### src/rtl/conga_step_timer_if.sv
// Control/status bundle between the game control FSM (master) and the step timer (slave).
interface conga_step_timer_if #(
  parameter int WIDTH = 16
) ();
  logic             go;
  logic             en;
  logic             hold;
  logic [WIDTH-1:0] count;
  logic             running;
  logic             paused;
  logic             done;

  modport master (
    output go, en, hold,
    input  count, running, paused, done
  );

  modport slave (
    input  go, en, hold,
    output count, running, paused, done
  );
endinterface

### src/rtl/conga_step_timer.sv
// Prescaled step counter from 0 to MAX_COUNT with pause, one-shot/wrap modes and a terminal pulse.
module conga_step_timer #(
  parameter int WIDTH     = 16,
  parameter int MAX_COUNT = 39648,
  parameter int PRESCALE  = 1,
  parameter int WRAP      = 0
) (
  input logic             clk,
  input logic             resetn,
  conga_step_timer_if.slave bus
);

  localparam int PW = (PRESCALE > 1) ? $clog2(PRESCALE) : 1;
  localparam logic [WIDTH-1:0] MAX_C    = WIDTH'(MAX_COUNT);
  localparam logic [WIDTH-1:0] PRE_MAX  = WIDTH'(MAX_COUNT - 1);
  localparam logic [PW-1:0]    PS_LAST  = PW'(PRESCALE - 1);

  typedef enum logic [1:0] {
    IDLE = 2'd0,
    RUN  = 2'd1,
    HOLD = 2'd2,
    DONE = 2'd3
  } state_t;

  state_t           state;
  logic [PW-1:0]    prescaler;
  logic [WIDTH-1:0] count_q;
  logic             done_q;

  // go restarts from any state; otherwise hold beats en, and only RUN can step.
  always_ff @(posedge clk or negedge resetn) begin
    if (!resetn) begin
      state     <= IDLE;
      prescaler <= '0;
      count_q   <= '0;
      done_q    <= 1'b0;
    end else begin
      done_q <= 1'b0;
      if (bus.go) begin
        state     <= RUN;
        prescaler <= '0;
        count_q   <= '0;
      end else begin
        case (state)
          IDLE: count_q <= '0;
          RUN: begin
            if (bus.hold) begin
              state <= HOLD;
            end else if (bus.en) begin
              if (prescaler != PS_LAST) begin
                prescaler <= prescaler + PW'(1);
              end else begin
                prescaler <= '0;
                if (count_q == MAX_C) begin
                  count_q <= '0;
                end else if (count_q == PRE_MAX) begin
                  count_q <= MAX_C;
                  done_q  <= 1'b1;
                  if (WRAP == 0) state <= DONE;
                end else begin
                  count_q <= count_q + WIDTH'(1);
                end
              end
            end
          end
          HOLD: if (!bus.hold) state <= RUN;
          DONE: count_q <= MAX_C;
          default: state <= IDLE;
        endcase
      end
    end
  end

  assign bus.count   = count_q;
  assign bus.running = (state == RUN);
  assign bus.paused  = (state == HOLD);
  assign bus.done    = done_q;

endmodule

### src/flat_wrapper.sv
// flat-port wrapper written by rule: the top's interface ports become plain ports
module conga_step_timer_flat 
#(
  parameter int WIDTH     = 16,
  parameter int MAX_COUNT = 39648,
  parameter int PRESCALE  = 1,
  parameter int WRAP      = 0
)
  (clk, resetn, bus_go, bus_en, bus_hold, bus_count, bus_running, bus_paused, bus_done);
  conga_step_timer_if #(.WIDTH(WIDTH)) bus_i ();
  input logic clk;
  input logic resetn;
  input wire logic [$bits(bus_i.go)-1:0] bus_go;
  input wire logic [$bits(bus_i.en)-1:0] bus_en;
  input wire logic [$bits(bus_i.hold)-1:0] bus_hold;
  output wire logic [$bits(bus_i.count)-1:0] bus_count;
  output wire logic [$bits(bus_i.running)-1:0] bus_running;
  output wire logic [$bits(bus_i.paused)-1:0] bus_paused;
  output wire logic [$bits(bus_i.done)-1:0] bus_done;
  assign bus_i.go = bus_go;
  assign bus_i.en = bus_en;
  assign bus_i.hold = bus_hold;
  assign bus_count = bus_i.count;
  assign bus_running = bus_i.running;
  assign bus_paused = bus_i.paused;
  assign bus_done = bus_i.done;
  conga_step_timer #(.WIDTH(WIDTH), .MAX_COUNT(MAX_COUNT), .PRESCALE(PRESCALE), .WRAP(WRAP)) u_core (.clk(clk), .resetn(resetn), .bus(bus_i));
endmodule
### config.mk
export PLATFORM = sky130hd
export DESIGN_NAME = conga_step_timer_flat
export DESIGN_NICKNAME = d
export VERILOG_FILES = /design/src/rtl/conga_step_timer_if.sv /design/src/rtl/conga_step_timer.sv /design/src/flat_wrapper.sv
export SDC_FILE = /design/constraint.sdc
export NUM_CORES = 1
export LEC_CHECK = 0
export CAP_MARGIN = 10
export CORE_MARGIN = 5
export CORE_UTILIZATION = 35
export CTS_BUF_LIST = sky130_fd_sc_hd__clkbuf_8
export DETAILED_ROUTE_END_ITERATION = 8
export GPL_TIMING_DRIVEN = 0
export SLEW_MARGIN = 20
export SYNTH_ARGS = -nofsm -noshare
export SYNTH_HDL_FRONTEND = slang
export SYNTH_SLANG_ARGS = --single-unit
### constraint.sdc
create_clock -name clk -period 3.46 [get_ports clk]
set_input_delay 0.692 -clock clk [delete_from_list [all_inputs] [get_ports clk]]
set_output_delay 0.692 -clock clk [all_outputs]
set_load 0.05 [all_outputs]
Word-level counts from Yosys, hierarchy flattened --
Cells that the tools add are included.
Storage, ports and cells: flip-flop bits (word level) 20, bits of input ports 5, output and inout bits 19, logic and storage cells 55
Operators by class: add/sub/neg operators 2, equality and inequality tests 14, multiplexer cells 27, reductions and logical operators 8
Operators by type and width (number):
- 16-bit two-way mux | 6
- 16-bit case mux with 3 select lines | 1
- 16-bit equality test, second input constant | 2
- 16-bit by 1-bit adder with 16-bit output, second input constant | 1
- 2-bit two-way mux | 7
- 1-bit two-way mux | 12
- 3-bit != test, second input constant | 4
- 4-bit != test, second input constant | 3
- 6-bit AND reduction | 1
- 2-bit equality test, second input constant | 2
- 4-bit by 3-bit != test with 1-bit output, second input constant | 1
- 2-bit case mux with 2 select lines | 1
- 4-bit AND reduction | 1
- 2-bit nonzero test | 2
- 4-bit nonzero test | 1
- 3-bit AND reduction | 1
- 3-bit nonzero test | 1
- 2-bit by 1-bit equality test with 1-bit output, second input constant | 1
- 2-bit zero test | 1
- 2-bit != test, second input constant | 1
- 1-bit adder, second input constant | 1

Logic depth before layout (Yosys ltp) --
word-level depth 8, gate-level depth with buffers 8, mapped depth without buffers 7

Worst setup path before layout --
Ideal clock, no wire load.
kind reg-to-reg, start point reg u_core.count_q[0], in the netlist u_core.bus.count[0], end point reg u_core.count_q[9], in the netlist u_core.bus.count[9], setup time 0.124 ns, data arrival time 2.265 ns, data required time 3.336 ns, setup slack 1.071 ns, stages on the path, launching flop included 9, path buffers 1, clock period less this slack 2.389 ns, path through dfrtp_1 > inv_1 > ha_1 > or4bb_1 > nor4_4 > or2_1 > buf_4 > o22ai_1 > a211o_1
On the way: longest elaborated chain between the ends 8, elaborated cells between the ends (all ways) 10, those cells by class add/sub: 1; eq/ne: 2; mux: 7
RTL lines:
- start: declaration | RTL line conga_step_timer.sv:27 | logic [WIDTH-1:0] count_q;
- start signal: assignment | RTL line conga_step_timer.sv:61 | count_q <= count_q + WIDTH'(1);
- 16-bit by 1-bit adder with 16-bit output / 16-bit equality test (equally long branches) | RTL line conga_step_timer.sv:61, conga_step_timer.sv:56
- 16-bit two-way mux | RTL line conga_step_timer.sv:56 | end else if (count_q == PRE_MAX) begin
- 16-bit two-way mux (*) | RTL line conga_step_timer.sv:54 | if (count_q == MAX_C) begin
- 16-bit two-way mux (*) | RTL line conga_step_timer.sv:50 | if (prescaler != PS_LAST) begin
- 16-bit two-way mux (*) | RTL line conga_step_timer.sv:49 | end else if (bus.en) begin
- 16-bit two-way mux (*) | RTL line conga_step_timer.sv:47 | if (bus.hold) begin
- 16-bit case mux with 3 select lines (*) | RTL line conga_step_timer.sv:44 | case (state)
- 16-bit two-way mux (*) | RTL line conga_step_timer.sv:39 | if (bus.go) begin
Every way passes the cells marked *; elsewhere a longest branch is shown, timed or not. The select of a mux whose other input is x is not followed. A chain may end at the register's enable or synchronous reset.

Worst setup path in the final report --
start point reg u_core.state[1], end point out bus_paused
On the way: longest elaborated chain between the ends 1
RTL lines:
- start: declaration | RTL line conga_step_timer.sv:25 | state_t state;
- start signal: assignment | RTL line conga_step_timer.sv:33 | state <= IDLE;
- start signal: assignment | RTL line conga_step_timer.sv:40 | state <= RUN;
- start signal: assignment | RTL line conga_step_timer.sv:48 | state <= HOLD;
- 2-bit equality test | RTL line conga_step_timer.sv:76 | assign bus.paused = (state == HOLD);
- end: declaration | RTL line flat_wrapper.sv:18 | output wire logic [$bits(bus_i.paused)-1:0] bus_paused;
No other way between the ends.

==> metrics.cfg <==
[floorplan]
start_util_pct = 36.5
dieWidth_um = 69.2
io_pins = 24
die_y_um = 69.2
rows = 21
coreArea_mm2 = 0.00336
die_area_mm2 = 0.00479

[power_and_ir_drop]
p_leak_nw = 0.626
p_seq_share_pct = 45.7
combinationalPowerShare_pct = 26.3
power.share.switching_pct = 33.6
power_density_mw_per_mm2 = 351
p_int_w = 0.000363
netSwitchingPower_w = 0.000184
clock_power_share_pct = 28.0
vdd_drop_max_mv = 0.142

[setup_path]
path_buf_inv = 2
startpoint = u_core.state[1]
path_cells = clkbuf_1, nor2b_1, clkdlybuf4s50_1
crit_type = reg2out
crit_path_end_kind = output port
max_stage_delay_ns = 0.83
reg2regPathDepth = 8
crit_fanout = 10
worstReg2RegStart = u_core.bus.count[0]
cp_top_family = buffers and inverters
crit_end = bus_paused
crit_cells = 3
cp_data_arrival_time_ns = 2.00
worstPathRequired_ns = 2.77
rr_endpoint = u_core.bus.count[9]
cp-start-kind = register
cpMaxStageDelayCell = clkdlybuf4s50_1
rrSetupSlack_ns = 1.09

[clock_tree]
cts_buffer_depth = 2
post_cts_buffers = 0
htree_levels = 1
clkLatencyLatePin_ns = 0.26
tritoncts = built
cts_sinks = 19
cts_made_buffers = 3
clkTransAtPathRegs_ns = 0.07
hold_buffers = 0
cts_resized = 0
root_buffer = clkbuf_8

[timing]
finalCritPeriodShare_pct = 77.7
setup_viol_count_final = 0
final_max_slew_viol_count = 0
relSlewSlack_pct = 38.0
fin_hold_ws_ns = 0.588
fin_crit_ns = 2.69
max_freq_mhz = 372
setup_tns_ns = 0
hold_violations = 0
rsz0062_at_grt = no
tightest_slew_ns = 0.922
skew_ns = 0.00467

[hold_path]
hold_class = reg2reg

[synthesis]
ys_dominant_reg_cell = dfrtp_1
postSynth.asyncResetShare_pct = 100
synth_cell_types = 43
avgSynthCellArea_um2 = 8.58
synth_area_mm2 = 0.00123
synthCells = 143
ys_ff_latch = 19
synth_edf_count = 0
yosysSeqAreaShare_pct = 38.7
synth.net_count = 150
yosys_warnings = 0
yosys-top-cells-area = dfrtp_1 (39%), nand2_1 (4.6%), o21ai_0 (4.5%)
synth_top_area_share_pct = 38.7
synth_top_cell_by_area = dfrtp_1

[place]
place.detailed.hpwl_um = 2490
place_congestion = 0.862
io_buffers = 23

[final_layout]
drive_above_1_share_pct = 5.88
fin_nets = 178
fill_cells = 364
layout-area-overhead-vs-synth_pct = 27.1
diodes = 0

[job]
maxCapViolCount = 0

[routing]
routedWlPerCell_um = 15.7
num_vias = 1208
dr.pass1.iters = 4
drc = 0
postRouteWirelength_um = 3400
viasPerCell = 5.59
antenna_left = 0
first_iter_violations = 78

[run_status]
status = completed

[global_route]
overflow = 0
grtUsageTotal_pct = 15.1
grt_max_degree = 20
first_global_vias = 1250
grt_first_pass_wirelength_um = 5910
antenna_found_initial = 0

==> metrics by stage <==
stage	total power (W)	setup slack, ns	area, um^2	util [%]	cells
after floorplan	0.000346	1.07	1230	-	143
after global placement	0.000396	0.742	1520	45.1	212
after detailed placement	0.000398	0.643	1520	45.1	212
after CTS	0.000555	0.753	1560	46.4	216
after global routing	0.000577	0.628	1560	46.4	216
final	0.000547	0.772	1560	46.4	216
==> cell usage in the layout, fill, tap and decap left out, types with 2 or more instances in the layout <==
master	Yosys	layout
clkdlybuf4s50_1	0	23
nor3_1	6	6
clkbuf_8	0	3
nand2b_1	3	3
nand4_1	5	5
dfrtp_1	19	19
or2_2	2	2
o22ai_1	2	2
nand2_1	15	15
and2_1	2	2
inv_1	6	7
nand3_1	10	10
a211o_1	3	3
o21ai_0	11	11
nor2b_1	4	4
nor2_1	5	5
or4_1	2	2
a211oi_1	3	3
ha_1	2	2
nor3b_1	3	3
clkbuf_1	2	2
o31ai_1	2	2
and3_1	6	6
a21oi_1	9	9
==> cells in the mapped netlist (2+ instances only) <==
master	n
nor3_1	6
nor3b_1	3
a211o_1	3
o31ai_1	2
and2_1	2
a211oi_1	3
or2_2	2
o21ai_0	11
nor2b_1	4
ha_1	2
nand3_1	10
inv_1	6
nand2b_1	3
nor2_1	5
or4_1	2
nand4_1	5
nand2_1	15
and3_1	6
dfrtp_1	19
clkbuf_1	2
a21oi_1	9
o22ai_1	2
==> cell families after synthesis <==
| group | after synthesis | share of synthesized area (%) |
|---|---|---|
| buffers and inverters | 10 | 3.47 |
| adders and majority gates | 3 | 2.85 |
| DFF | 19 | 38.7 |
| and+or+nand+nor | 73 | 35.0 |
| AOI/OAI and AO/OA | 38 | 20.0 |
==> layer usage <==
| layer | global-route usage [%] | part of all wire [%] |
|---|---|---|
| met5 | 0 | 0 |
| met4 | 4.77 | 1.1 |
| met3 | 2.32 | 5.1 |
| met2 | 25.4 | 48 |
| met1 | 19.8 | 46 |
==> worst register-to-register path, stage by stage, from the launching register on <==
cell and delay (ns):
dfrtp_1 0.44, inv_1 0.08, ha_1 0.15, or4bb_1 0.55
nor4_4 0.36, or2_1 0.15, buf_4 0.14, o22ai_1 0.08
a211o_1 0.30
==> power by group through the flow <==
stage	Sequential [W]	Clock, W	Combinational, W
global route	0.000253	0.000170	0.000155
global placement	0.000254	0	0.000142
floorplan	0.000284	0	0.0000616
finish	0.000250	0.000153	0.000144
detailed placement	0.000255	0	0.000144
CTS	0.000250	0.000160	0.000145
==> worst min path at each step <==
stage / start / end / slack, ns / cells past startpoint
after floorplan: resetn / u_core.bus.count[0] / 0.40 / 0
after global placement: u_core.bus.count[1] / u_core.bus.count[1] / 0.56 / 2
after detailed placement: u_core.bus.count[1] / u_core.bus.count[1] / 0.57 / 2
after CTS: u_core.bus.count[1] / u_core.bus.count[1] / 0.59 / 2
after global routing: u_core.bus.count[10] / u_core.bus.count[10] / 0.65 / 1
final: u_core.bus.count[1] / u_core.bus.count[1] / 0.59 / 2
==> flip-flops by register name, summed over array words and instances (netlist names) <==
name,count
u_core.bus.done,1
u_core.bus.count,16
u_core.state,2
==> layout make-up <==
cell class                 count  area (um^2)  area share (%)
clock inverter                 1         3.75           0.241
timing repair buffer          23          230            14.8
sequential                    19          475            30.5
buffer                         4         20.0            1.28
inverter                       6         22.5            1.44
multi-input combinational    114          709            45.5
tap                           46         57.6            3.69
clock buffer                   3         41.3            2.65
(Power assumes the default switching activity.)
